**config.mk**
```make
export PLATFORM = sky130hd
export DESIGN_NAME = cpu_control_unit
export DESIGN_NICKNAME = d
export VERILOG_FILES = /design/src/rtl/cpu_pkg.sv /design/src/rtl/cu_decoder.sv /design/src/rtl/cpu_control_unit.sv
export SDC_FILE = /design/constraint.sdc
export NUM_CORES = 1
export LEC_CHECK = 0
export CAP_MARGIN = 20
export CORE_UTILIZATION = 42
export DETAILED_ROUTE_END_ITERATION = 10
export MAX_ROUTING_LAYER = met4
export PLACE_DENSITY_LB_ADDON = 0.1
export SKIP_CTS_REPAIR_TIMING = 1
export SYNTH_ARGS = -nofsm -noshare
export SYNTH_HDL_FRONTEND = slang
export SYNTH_SLANG_ARGS = --single-unit
```
**constraint.sdc**
```tcl
create_clock -name clk -period 1.7 [get_ports clk]
set_input_delay 0.34 -clock clk [delete_from_list [all_inputs] [get_ports clk]]
set_output_delay 0.34 -clock clk [all_outputs]
set_load 0.01 [all_outputs]
```
**src/rtl/cpu_pkg.sv**
```systemverilog
`default_nettype none
// ============================================================================
// Module      : cpu_pkg
// Description : Shared constants and types for the 8-bit accumulator CPU
//               control unit: opcodes, FSM states, accumulator source and
//               ALU operation encodings, and datapath widths.
// Revision    : 1.0 - initial release
// ============================================================================
package cpu_pkg;

  localparam int PC_W       = 8;
  localparam int INSTR_W    = 8;
  localparam int REG_ADDR_W = 4;

  // Opcodes (IR[7:4])
  localparam logic [3:0] OP_NOP  = 4'h0;
  localparam logic [3:0] OP_ADD  = 4'h1;
  localparam logic [3:0] OP_SUB  = 4'h2;
  localparam logic [3:0] OP_AND  = 4'h3;
  localparam logic [3:0] OP_LD   = 4'h4;
  localparam logic [3:0] OP_ST   = 4'h5;
  localparam logic [3:0] OP_OR   = 4'h7;
  localparam logic [3:0] OP_JMP  = 4'h9;
  localparam logic [3:0] OP_JZ   = 4'hA;
  localparam logic [3:0] OP_IMM  = 4'hD;
  localparam logic [3:0] OP_HALT = 4'hF;

  typedef enum logic [2:0] {
    ST_IDLE    = 3'd0,
    ST_FETCH   = 3'd1,
    ST_DECODE  = 3'd2,
    ST_EXECUTE = 3'd3,
    ST_HALT    = 3'd4
  } state_t;

  typedef enum logic [1:0] {
    ACC_SEL_IMM = 2'd0,
    ACC_SEL_REG = 2'd1,
    ACC_SEL_ALU = 2'd2
  } acc_sel_t;

  typedef enum logic [1:0] {
    ALU_ADD = 2'd0,
    ALU_SUB = 2'd1,
    ALU_AND = 2'd2,
    ALU_OR  = 2'd3
  } alu_op_t;

endpackage
`default_nettype wire

```
**src/rtl/cu_decoder.sv**
```systemverilog
`default_nettype none
// ============================================================================
// Module      : cu_decoder
// Description : Combinational instruction decoder. Maps the instruction
//               register to datapath selects, write intents and control-flow
//               flags. Write intents are ungated; the FSM qualifies them.
// Ports       : ir          in  8  latched instruction
//               acc_sel     out 2  accumulator source select
//               alu_op      out 2  ALU operation
//               rf_we_int   out 1  instruction writes the register file
//               acc_we_int  out 1  instruction writes the accumulator
//               is_jmp/is_jz/is_halt/is_illegal  out 1  opcode class flags
// Revision    : 1.0 - initial release
// ============================================================================
module cu_decoder
  import cpu_pkg::*;
(
  input  logic [INSTR_W-1:0] ir,
  output logic [1:0]         acc_sel,
  output logic [1:0]         alu_op,
  output logic               rf_we_int,
  output logic               acc_we_int,
  output logic               is_jmp,
  output logic               is_jz,
  output logic               is_halt,
  output logic               is_illegal
);

  logic [3:0] opcode;
  assign opcode = ir[7:4];

  always_comb begin
    acc_sel    = ACC_SEL_IMM;
    alu_op     = ALU_ADD;
    rf_we_int  = 1'b0;
    acc_we_int = 1'b0;
    is_jmp     = 1'b0;
    is_jz      = 1'b0;
    is_halt    = 1'b0;
    is_illegal = 1'b0;
    case (opcode)
      OP_NOP:  ;
      OP_ADD:  begin acc_sel = ACC_SEL_ALU; alu_op = ALU_ADD; acc_we_int = 1'b1; end
      OP_SUB:  begin acc_sel = ACC_SEL_ALU; alu_op = ALU_SUB; acc_we_int = 1'b1; end
      OP_AND:  begin acc_sel = ACC_SEL_ALU; alu_op = ALU_AND; acc_we_int = 1'b1; end
      OP_OR:   begin acc_sel = ACC_SEL_ALU; alu_op = ALU_OR;  acc_we_int = 1'b1; end
      OP_LD:   begin acc_sel = ACC_SEL_REG; acc_we_int = 1'b1; end
      OP_ST:   rf_we_int = 1'b1;
      OP_IMM:  begin acc_sel = ACC_SEL_IMM; acc_we_int = 1'b1; end
      OP_JMP:  is_jmp = 1'b1;
      OP_JZ:   is_jz = 1'b1;
      OP_HALT: is_halt = 1'b1;
      default: is_illegal = 1'b1;  // behaves as NOP otherwise
    endcase
  end

endmodule
`default_nettype wire

```
**src/rtl/cpu_control_unit.sv**
```systemverilog
`default_nettype none
// ============================================================================
// Module      : cpu_control_unit
// Description : Fetch/decode/execute sequencer for the 8-bit accumulator CPU.
//               Three cycles per instruction; write strobes are asserted
//               only in EXECUTE; PC advances (or jumps) at the end of EXECUTE.
// Ports       : clk, rst (async, active-high), start
//               pc_address out 8 / instr_in in 8  - instruction memory
//               acc_value in 8, rf_rdata in 8      - datapath inputs (JZ/JMP)
//               rf_addr, rf_we, acc_we, acc_sel, alu_op, imm_value - datapath
//               halted, illegal_op (sticky)        - status
// Revision    : 1.0 - initial release
// ============================================================================
module cpu_control_unit
  import cpu_pkg::*;
#(
  parameter logic [7:0] PC_STEP  = 8'd2,
  parameter logic [7:0] RESET_PC = 8'h00
) (
  input  logic                  clk,
  input  logic                  rst,
  input  logic                  start,
  output logic [PC_W-1:0]       pc_address,
  input  logic [INSTR_W-1:0]    instr_in,
  input  logic [7:0]            acc_value,
  input  logic [7:0]            rf_rdata,
  output logic [REG_ADDR_W-1:0] rf_addr,
  output logic                  rf_we,
  output logic                  acc_we,
  output logic [1:0]            acc_sel,
  output logic [1:0]            alu_op,
  output logic [7:0]            imm_value,
  output logic                  halted,
  output logic                  illegal_op
);

  state_t            state, next_state;
  logic [PC_W-1:0]   pc;
  logic [PC_W-1:0]   pc_next;
  logic [INSTR_W-1:0] ir;
  logic              illegal_q;

  logic [1:0] dec_acc_sel;
  logic [1:0] dec_alu_op;
  logic       dec_rf_we;
  logic       dec_acc_we;
  logic       is_jmp;
  logic       is_jz;
  logic       is_halt;
  logic       is_illegal;

  cu_decoder u_decoder (
    .ir         (ir),
    .acc_sel    (dec_acc_sel),
    .alu_op     (dec_alu_op),
    .rf_we_int  (dec_rf_we),
    .acc_we_int (dec_acc_we),
    .is_jmp     (is_jmp),
    .is_jz      (is_jz),
    .is_halt    (is_halt),
    .is_illegal (is_illegal)
  );

  // Jump target comes straight from the register file; odd targets are kept.
  always_comb begin
    if (is_jmp || (is_jz && (acc_value == 8'h00)))
      pc_next = rf_rdata;
    else
      pc_next = pc + PC_STEP;  // wraps modulo 256
  end

  always_ff @(posedge clk or posedge rst) begin
    if (rst) begin
      state     <= ST_IDLE;
      pc        <= RESET_PC;
      ir        <= '0;
      illegal_q <= 1'b0;
    end else begin
      state <= next_state;
      if (state == ST_FETCH)
        ir <= instr_in;
      if (state == ST_EXECUTE) begin
        pc <= pc_next;
        if (is_illegal)
          illegal_q <= 1'b1;
      end
    end
  end

  // Strobes decode directly from the state register, so an asynchronous
  // reset removes them in the same cycle.
  always_comb begin
    next_state = state;
    rf_we      = 1'b0;
    acc_we     = 1'b0;
    acc_sel    = ACC_SEL_IMM;
    alu_op     = ALU_ADD;
    halted     = 1'b0;
    case (state)
      ST_IDLE:    if (start) next_state = ST_FETCH;
      ST_FETCH:   next_state = ST_DECODE;
      ST_DECODE: begin
        acc_sel    = dec_acc_sel;
        alu_op     = dec_alu_op;
        next_state = ST_EXECUTE;
      end
      ST_EXECUTE: begin
        acc_sel    = dec_acc_sel;
        alu_op     = dec_alu_op;
        rf_we      = dec_rf_we;
        acc_we     = dec_acc_we;
        next_state = is_halt ? ST_HALT : ST_FETCH;
      end
      ST_HALT: begin
        halted = 1'b1;
        if (start) next_state = ST_FETCH;
      end
      default:    next_state = ST_IDLE;
    endcase
  end

  assign pc_address = pc;
  assign rf_addr    = ir[3:0];
  assign imm_value  = {4'h0, ir[3:0]};
  assign illegal_op = illegal_q;

endmodule
`default_nettype wire

```
==> flow_metrics.py, run 1 <==
metrics = {
    "synthesis": {
        "synth_edf_count": 0,
        "netlist_area_um2": 1310,
        "syn_avg_cell_area_um2": 9.57,
        "synth.top_cell.area_share": 0.382,
        "synth_area_leader_cell": "dfrtp_1",
        "async_reset_ff_frac": 1.00,
        "ys_seq_area_frac": 0.382,
        "synth_common_cells": "dfrtp_1 (20), nand2_1 (20), buf_4 (12), nor2_1 (11), mux2_2 (8)",
        "synth_seq_cells": 20,
        "ys_warn_count": 0,
        "ys_types": 39,
        "synth.area.top_cells": "dfrtp_1 (38%), buf_4 (6.9%), mux2_2 (6.9%), nand2_1 (5.7%), o211ai_2 (5.7%)",
        "ys.flop_type": "dfrtp_1",
        "synthesis.instances": 137,
    },
    "setup_path": {
        "worstPathCellList": "nand2b_4, or2_4, a21o_1, a21oi_2, buf_2",
        "regToRegSetupSlack_ns": 0.07,
        "rr_worst_depth": 7,
        "crit_family": "flip-flops",
        "crit_path_max_fanout": 2,
        "critPathRequiredTime_ns": 1.36,
        "reg2reg_to": "pc_address[2]",
        "r2r_start": "ir[4]",
        "critPathKind": "reg2out",
        "crit_slowest_cell": "dfrtp_1",
        "cp_num_buf_inv": 1,
        "cp-start-kind": "flip-flop",
        "critPathArrivalTime_ns": 1.49,
        "cp-end-kind": "primary output",
        "cpPeakStageDelay_ns": 0.39,
    },
    "clock_network": {
        "clk_latency_ns": 0.31,
        "clockBufferDepth": 2,
        "cts_inserted_buffers": 3,
        "cts.sinks": 20,
        "htreeDepth": 1,
        "cts_tree": "built",
        "path_clk_slew_ns": 0.13,
        "clock-root-buffer": "clkbuf_4",
    },
    "drt": {
        "wl_per_cell_um": 13.4,
        "routed_wirelength_um": 3150,
        "ant_nets": 0,
        "drt-vias-per-instance": 5.15,
        "first_iter_violations": 35,
        "drc": 2,
        "via_count": 1204,
        "dr.pass1.iters": 7,
    },
    "sta": {
        "fin_worst_hold_slack_ns": 0.356,
        "maxSlewViolCount": 0,
        "setup_ws_ns": -0.128,
        "min_period_ns": 1.83,
        "rsz0062_at_grt": "yes",
        "setup_viol_count_final": 3,
        "hold_violations": 0,
        "fmax_ghz": 0.547,
        "clock_skew_ns": 0.0139,
        "layout_worst_path_cycle_share": 1.08,
    },
    "pwr": {
        "pwr-share-comb": 0.676,
        "irDropWorstVdd_mv": 1.09,
        "clock_power_share": 0.081,
        "seq_power_share": 0.242,
        "switching_power_mw": 1.39,
        "internal_power_mw": 2.14,
        "power_density_nw_per_um2": 1730,
        "total_power_mw": 3.53,
        "power_leakage_nw": 0.904,
        "p_sw_frac": 0.395,
    },
    "floorplan": {
        "fp.dieW_um": 57.9,
        "dieArea_um2": 3350,
        "core_area_um2": 2850,
        "rows": 19,
        "ioPinCount": 55,
        "initial_core_util": 0.460,
        "fp.dieH_um": 57.9,
    },
    "layout": {
        "drive_gt1_frac": 0.365,
        "n_antenna_cell": 0,
        "stdcell_area_um2": 2040,
        "fillers": 228,
        "fin_util": 0.715,
        "layout.nets": 232,
        "area_growth_pct": 55.5,
    },
    "grt": {
        "grt.total_usage": 0.196,
        "antenna_found_initial": 0,
        "grt_pass1_vias": 1164,
        "grt_max_degree": 21,
        "grt_pass1_wl_um": 4890,
        "grt-ovfl-total": 0,
    },
    "min_path": {
        "hold_path_class": "in2async",
    },
    "placement": {
        "pre_cts_slack_ns": -0.267,
        "place_area_um2": 1890,
        "port_buffers": 50,
        "dp_hpwl_um": 2290,
        "routabilityCongestion": 0.798,
    },
    "run_status": {
        "status": "finished with violations",
        "violations": "DRC, setup timing",
    },
    "job": {
        "maxCapViolCount": 0,
    },
}
## metal layers
| metal | wire [µm] | part of all wire | global-route usage |
|---|---|---|---|
| met5 | 0 | 0 | - |
| met2 | 1700 | 0.54 | 0.360 |
| met1 | 1290 | 0.41 | 0.207 |
| met4 | 20 | 0.0064 | 0.0510 |
| met3 | 135 | 0.043 | 0.0513 |
## through the flow
stage,TNS [ns],instances
2_1_floorplan,0,140
3_3_place_gp,-2.28,222
3_5_place_dp,-2.63,222
4_1_cts,-3.77,226
5_1_grt,-0.690,234
6_report,-0.143,234
## power groups by stage
| stage | registers [mW] | clock network [mW] | logic [mW] |
|---|---|---|---|
| floorplan | 0.877 | 0 | 1.27 |
| global route | 0.884 | 0.315 | 2.58 |
| detailed placement | 0.851 | 0 | 2.12 |
| finish | 0.856 | 0.287 | 2.39 |
| global placement | 0.841 | 0 | 2.07 |
| CTS | 0.844 | 0.297 | 2.13 |
## flip-flops by register name (all words and copies together) (netlist names)
signal and cells:
pc_address 8, illegal_op 1, state 3, ir 8
## placed cells by master, fill, tap and decap left out, types with 3 or more instances in the layout
cell type        count
clkbuf_4             3
nand2_1             20
conb_1               4
nand3_1              4
dfrtp_1             18
clkdlybuf4s50_1     43
mux2_2               7
buf_6                6
o22ai_1              5
o211ai_2             6
buf_2                6
nor2_1               9
buf_4               22
## worst register-to-register path: stages (launching register included)
cell	delay [ns]
dfrtp_1	0.41
buf_6	0.14
buf_6	0.11
nor4b_4	0.24
a31oi_4	0.14
or2_0	0.25
buf_6	0.15
o211ai_2	0.13
## kinds of logic (layout without fill, tap and decap cells)
family	after synthesis	count (layout)	synth area share
adder cells (fa/ha/maj)	1	1	0.00954
XOR/XNOR	2	2	0.0134
other	1	4	0.00286
multiplexers	9	9	0.0763
AO/OA/AOI/OAI	25	25	0.166
buffers and inverters	22	85	0.110
flip-flops	20	20	0.382
AND/OR/NAND/NOR	57	57	0.240
## cell type report
type | count | area (µm²) | area share
clock buffer | 4 | 36.3 | 0.0178
sequential | 20 | 503 | 0.247
inverter | 3 | 11.3 | 0.00552
timing repair buffer | 78 | 698 | 0.342
tap | 31 | 38.8 | 0.0190
multi-input combinational | 98 | 752 | 0.369
## worst max path at each step
stage / start / endpoint / slack, ns / depth (start not counted)
floorplan: state[1] / rf_we / 0.05 / 4
global placement: ir[5] / acc_we / -0.25 / 5
detailed placement: acc_value[5] / pc_address[3] / -0.27 / 6
CTS: ir[5] / acc_we / -0.61 / 5
global route: ir[5] / acc_we / -0.22 / 5
finish: ir[5] / acc_we / -0.13 / 5
Power figures use the tool's default switching activity.
==> run 2: changes to the inputs <==
--- a/config.mk
+++ b/config.mk
@@ -9,7 +9,8 @@
 export CORE_UTILIZATION = 42
 export DETAILED_ROUTE_END_ITERATION = 10
 export MAX_ROUTING_LAYER = met4
-export PLACE_DENSITY_LB_ADDON = 0.1
+export PLACE_DENSITY = 0.82
+export RECOVER_POWER = 50
 export SKIP_CTS_REPAIR_TIMING = 1
 export SYNTH_ARGS = -nofsm -noshare
 export SYNTH_HDL_FRONTEND = slang
==> run 2 against run 1 <==
Compared with the run above: routed wire length up 11%; power up 2.5%; critical path depth unchanged; combinational power up 3%; final cell count down 0.43%; hold slack better by 0.12 ns; non-clock buffer count down 1; register-to-register slack worse by 0.07 ns; design area up 0.25%; largest cell class unchanged; highest routed layer unchanged; global-route usage up 3.1 points; the run still ends with DRC, setup timing left; sequential power up 2%.
==> flow_metrics.py, run 2 (synthesis results as in run 1) <==
metrics = {
    "setup_path": {
        "crit_path_max_fanout": 2,
        "cp-start-kind": "flip-flop",
        "regToRegSetupSlack_ns": 0,
        "crit_slowest_cell": "dfrtp_1",
        "rr_worst_depth": 7,
        "cpPeakStageDelay_ns": 0.41,
        "critPathKind": "reg2out",
        "reg2reg_to": "pc_address[6]",
        "critPathRequiredTime_ns": 1.36,
        "critPathArrivalTime_ns": 1.56,
        "cp-end-kind": "primary output",
        "worstPathCellList": "nand2b_4, or2_4, a21o_1, a21oi_2, buf_2",
        "r2r_start": "ir[4]",
    },
    "clock_network": {
        "cts.sinks": 20,
        "clk_latency_ns": 0.32,
        "cts_inserted_buffers": 3,
        "clock-root-buffer": "clkbuf_4",
        "path_clk_slew_ns": 0.13,
        "htreeDepth": 1,
        "cts_tree": "built",
        "clockBufferDepth": 2,
    },
    "drt": {
        "routed_wirelength_um": 3480,
        "wl_per_cell_um": 14.9,
        "first_iter_violations": 32,
        "ant_nets": 0,
        "via_count": 1265,
        "drt-vias-per-instance": 5.43,
        "drc": 4,
        "dr.pass1.iters": 9,
    },
    "placement": {
        "port_buffers": 50,
        "dp_hpwl_um": 2610,
        "routabilityCongestion": 0.837,
    },
    "floorplan": {
        "fp.dieW_um": 57.9,
        "rows": 19,
        "initial_core_util": 0.460,
        "core_area_um2": 2850,
        "ioPinCount": 55,
        "dieArea_um2": 3350,
        "fp.dieH_um": 57.9,
    },
    "sta": {
        "setup_ws_ns": -0.200,
        "maxSlewHeadroom": 0.249,
        "min_period_ns": 1.90,
        "rsz0062_at_grt": "yes",
        "layout_worst_path_cycle_share": 1.12,
        "maxSlewViolCount": 0,
        "worstMarginPinSlew_ns": 1.13,
        "fmax_ghz": 0.526,
        "totalNegativeSetupSlack_ns": -0.500,
        "setup_viol_count_final": 8,
        "clock_skew_ns": 0.00600,
        "hold_violations": 0,
    },
    "layout": {
        "area_growth_pct": 55.9,
        "fillers": 220,
        "fin_util": 0.717,
        "n_antenna_cell": 0,
        "drive_gt1_frac": 0.366,
        "layout.nets": 231,
        "final_cell_mix": "clkdlybuf4s50_1 (42), buf_4 (21), nand2_1 (20)",
        "layout_commonest_cell": "clkdlybuf4s50_1",
    },
    "pwr": {
        "power_density_nw_per_um2": 1770,
        "power_leakage_nw": 0.910,
        "irDropWorstVdd_mv": 0.995,
    },
    "grt": {
        "antenna_found_initial": 0,
        "grt.total_usage": 0.227,
        "grt_max_degree": 21,
        "grt_pass1_wl_um": 5730,
        "grt-ovfl-total": 0,
        "grt_pass1_vias": 1301,
    },
    "min_path": {
        "holdPathEnd": "illegal_op",
        "min_delay_path_depth": 1,
        "min_from": "illegal_op",
        "hold_path_class": "reg2reg",
    },
    "run_status": {
        "violations": "DRC, setup timing",
        "status": "finished with violations",
    },
    "job": {
        "maxCapViolCount": 0,
    },
}
run 2: report_power, final:
part	switching [mW]	total [mW]	internal, mW	leakage (nW)
registers	0.183	0.870	0.687	0.223
clock network	0.166	0.297	0.131	0.0210
logic	1.12	2.45	1.33	0.666
total	1.47	3.62	2.15	0.910
run 2: metal layers:
layer,GRT usage,vias to the layer above,share of wire
met5,-,-,0
met4,0.0816,0,0.013
met3,0.0379,6,0.069
met2,0.411,55,0.54
met1,0.248,609,0.38
li1,-,595,-
run 2: worst max-delay path by stage:
| stage | depth (start not counted) | startpoint | slack [ns] | endpoint |
|---|---|---|---|---|
| after floorplan | 4 | state[1] | 0.05 | rf_we |
| after global placement | 5 | ir[5] | -0.25 | acc_we |
| after detailed placement | 5 | ir[5] | -0.32 | acc_we |
| after CTS | 5 | ir[5] | -0.71 | acc_we |
| after global routing | 5 | ir[5] | -0.26 | acc_we |
| final | 5 | ir[5] | -0.20 | acc_we |
run 2: layout make-up:
type / count / area (µm²) / area share
Inverter: 3 / 11.3 / 0.00551
Timing Repair Buffer: 77 / 683 / 0.334
Clock buffer: 4 / 36.3 / 0.0177
Tap cell: 31 / 38.8 / 0.0190
Multi-Input combinational cell: 98 / 768 / 0.376
Sequential cell: 20 / 507 / 0.248
run 2: per-stage QoR:
step	cell area (µm²)	setup slack, ns	power (mW)	std cells	hold slack (ns)
final	2040	-0.200	3.62	233	0.479
after floorplan	1330	0.0525	2.15	140	0.304
after detailed placement	1900	-0.322	3.02	224	0.457
after global placement	1900	-0.249	2.94	224	0.460
after CTS	1940	-0.706	3.32	228	0.354
after global routing	2040	-0.264	3.86	233	0.499
run 2: critical path: cells and delay by family (launching register included):
family	cells	cell delay, ns
compound gates	2	0.30
simple gates	2	0.38
buf+inv	1	0.14
flops	1	0.41
==> run 3: changes to the inputs <==
--- a/config.mk
+++ b/config.mk
@@ -15,3 +15,4 @@
 export SYNTH_ARGS = -nofsm -noshare
 export SYNTH_HDL_FRONTEND = slang
 export SYNTH_SLANG_ARGS = --single-unit
+export TNS_END_PERCENT = 1
==> run 3 against run 2 <==
Compared with the run above: the flow still finishes with violations (DRC, setup timing); utilization decreased by 0.92 points; sequential share of layout area is 0.26 points higher; sequential power about the same; register-to-register slack barely moved; die area is the same; final cell count fell by 1.3%; fmax shrank 0.11%; largest power group unchanged; highest routed layer unchanged.
==> flow_metrics.py, run 3 (synthesis results as in run 1) <==
metrics = {
    "run_status": {
        "status": "finished with violations",
        "violations": "DRC, setup timing",
    },
    "setup_path": {
        "crit_slowest_cell": "dfrtp_1",
        "critPathRequiredTime_ns": 1.36,
        "cpPeakStageDelay_ns": 0.41,
        "rr_worst_depth": 7,
        "critPathKind": "reg2out",
        "worst-path-stages": 6,
        "cp_num_buf_inv": 2,
        "crit_path_max_fanout": 7,
        "cp-start-kind": "flip-flop",
        "critPathArrivalTime_ns": 1.56,
        "worstPathCellList": "buf_4, nor2b_1, a21oi_1, a21o_1, a21oi_2, buf_2",
        "crit_family": "compound AO/OA/AOI/OAI gates",
        "cp-end-kind": "primary output",
    },
    "min_path": {
        "min_delay_path_depth": 1,
        "hold_path_class": "reg2reg",
    },
    "sta": {
        "fin_worst_hold_slack_ns": 0.484,
        "fmax_ghz": 0.526,
        "clock_skew_ns": 0.00600,
        "setup_ws_ns": -0.202,
        "rsz0062_at_grt": "yes",
        "setup_viol_count_final": 6,
        "min_period_ns": 1.90,
        "hold_violations": 0,
        "worstMarginPinSlew_ns": 1.17,
        "maxSlewHeadroom": 0.220,
        "maxSlewViolCount": 0,
        "layout_worst_path_cycle_share": 1.12,
    },
    "floorplan": {
        "initial_core_util": 0.460,
        "rows": 19,
        "core_area_um2": 2850,
        "fp.dieW_um": 57.9,
        "dieArea_um2": 3350,
        "fp.dieH_um": 57.9,
        "ioPinCount": 55,
    },
    "grt": {
        "antenna_found_initial": 0,
        "grt_pass1_vias": 1301,
        "grt_max_degree": 21,
        "met1_usage": 0.248,
        "grt_pass1_wl_um": 5730,
        "use_met2": 0.411,
        "busiest_layer": "met2",
        "grt-ovfl-total": 0,
        "met3_usage": 0.0379,
        "grt.total_usage": 0.227,
    },
    "pwr": {
        "internal_power_mw": 2.10,
        "switching_power_mw": 1.44,
        "total_power_mw": 3.54,
        "clock_power_share": 0.084,
        "power_density_nw_per_um2": 1750,
        "irDropWorstVdd_mv": 1.00,
        "p_sw_frac": 0.406,
        "pwr-share-comb": 0.670,
        "seq_power_share": 0.246,
        "power_leakage_nw": 0.901,
    },
    "drt": {
        "wl_per_cell_um": 15.3,
        "first_iter_violations": 43,
        "dr.pass1.iters": 9,
        "routed_wirelength_um": 3530,
        "drc": 4,
        "via_count": 1272,
        "drt-vias-per-instance": 5.53,
        "ant_nets": 0,
    },
    "placement": {
        "routabilityCongestion": 0.837,
        "place_area_um2": 1900,
        "port_buffers": 50,
        "dp_hpwl_um": 2610,
        "pre_cts_slack_ns": -0.322,
    },
    "clock_network": {
        "clk_latency_ns": 0.32,
        "path_clk_slew_ns": 0.13,
        "htreeDepth": 1,
        "clockBufferDepth": 2,
        "cts.sinks": 20,
        "clock-root-buffer": "clkbuf_4",
        "cts_inserted_buffers": 3,
        "cts_tree": "built",
    },
    "layout": {
        "n_antenna_cell": 0,
        "layout.nets": 228,
        "stdcell_area_um2": 2020,
        "area_growth_pct": 53.9,
        "fin_util": 0.707,
        "final_cell_mix": "clkdlybuf4s50_1 (41), nand2_1 (20), buf_4 (18)",
        "drive_gt1_frac": 0.342,
        "layout_commonest_cell": "clkdlybuf4s50_1",
    },
    "job": {
        "maxCapViolCount": 0,
    },
}
[run 3: layer usage]
| layer | share of wire | wire length, µm |
|---|---|---|
| met5 | 0 | 0 |
| met2 | 0.53 | 1860 |
| met3 | 0.072 | 255 |
| met4 | 0.024 | 86 |
| met1 | 0.38 | 1330 |
[run 3: per-stage QoR]
stage               TNS, ns  std cells
global placement      -2.39        224
floorplan                 0        140
detailed placement    -3.01        224
global route          -2.09        230
CTS                   -4.43        228
finish               -0.642        230
[run 3: area by class of cell]
type	count	area, µm²
inverters	3	11.3
multi-input cells	98	756
flip-flops and latches	20	505
repair buffers	74	671
fillers	228	835
well taps	31	38.8
clock buffers	4	36.3
[run 3: path summary, 6_finish.rpt]
| kind | start | to | slack [ns] |
|---|---|---|---|
| worst max-delay path | ir[5] | acc_we | -0.20 |
| worst max register to register | ir[4] | pc_address[3] | -0.01 |
| worst min-delay path | illegal_op | illegal_op | 0.48 |
| worst min register to register | illegal_op | illegal_op | 0.48 |
| min in group asynchronous | rst | ir[4] | 0.83 |
| max in group asynchronous | rst | pc_address[5] | 0.10 |
[run 3: worst register-to-register path, stage by stage, from the launching register on]
cell and delay, ns:
dfrtp_1 0.42, buf_6 0.13, buf_6 0.10, nor4b_4 0.25, a31oi_4 0.14, buf_4 0.19
o41ai_2 0.30, nor2_1 0.08
[run 3: power by group through the flow]
stage | clock [mW] | sequential, mW | combinational, mW
finish | 0.297 | 0.870 | 2.37
floorplan | 0 | 0.877 | 1.27
CTS | 0.297 | 0.855 | 2.17
global route | 0.318 | 0.903 | 2.55
global placement | 0 | 0.847 | 2.10
detailed placement | 0 | 0.864 | 2.16
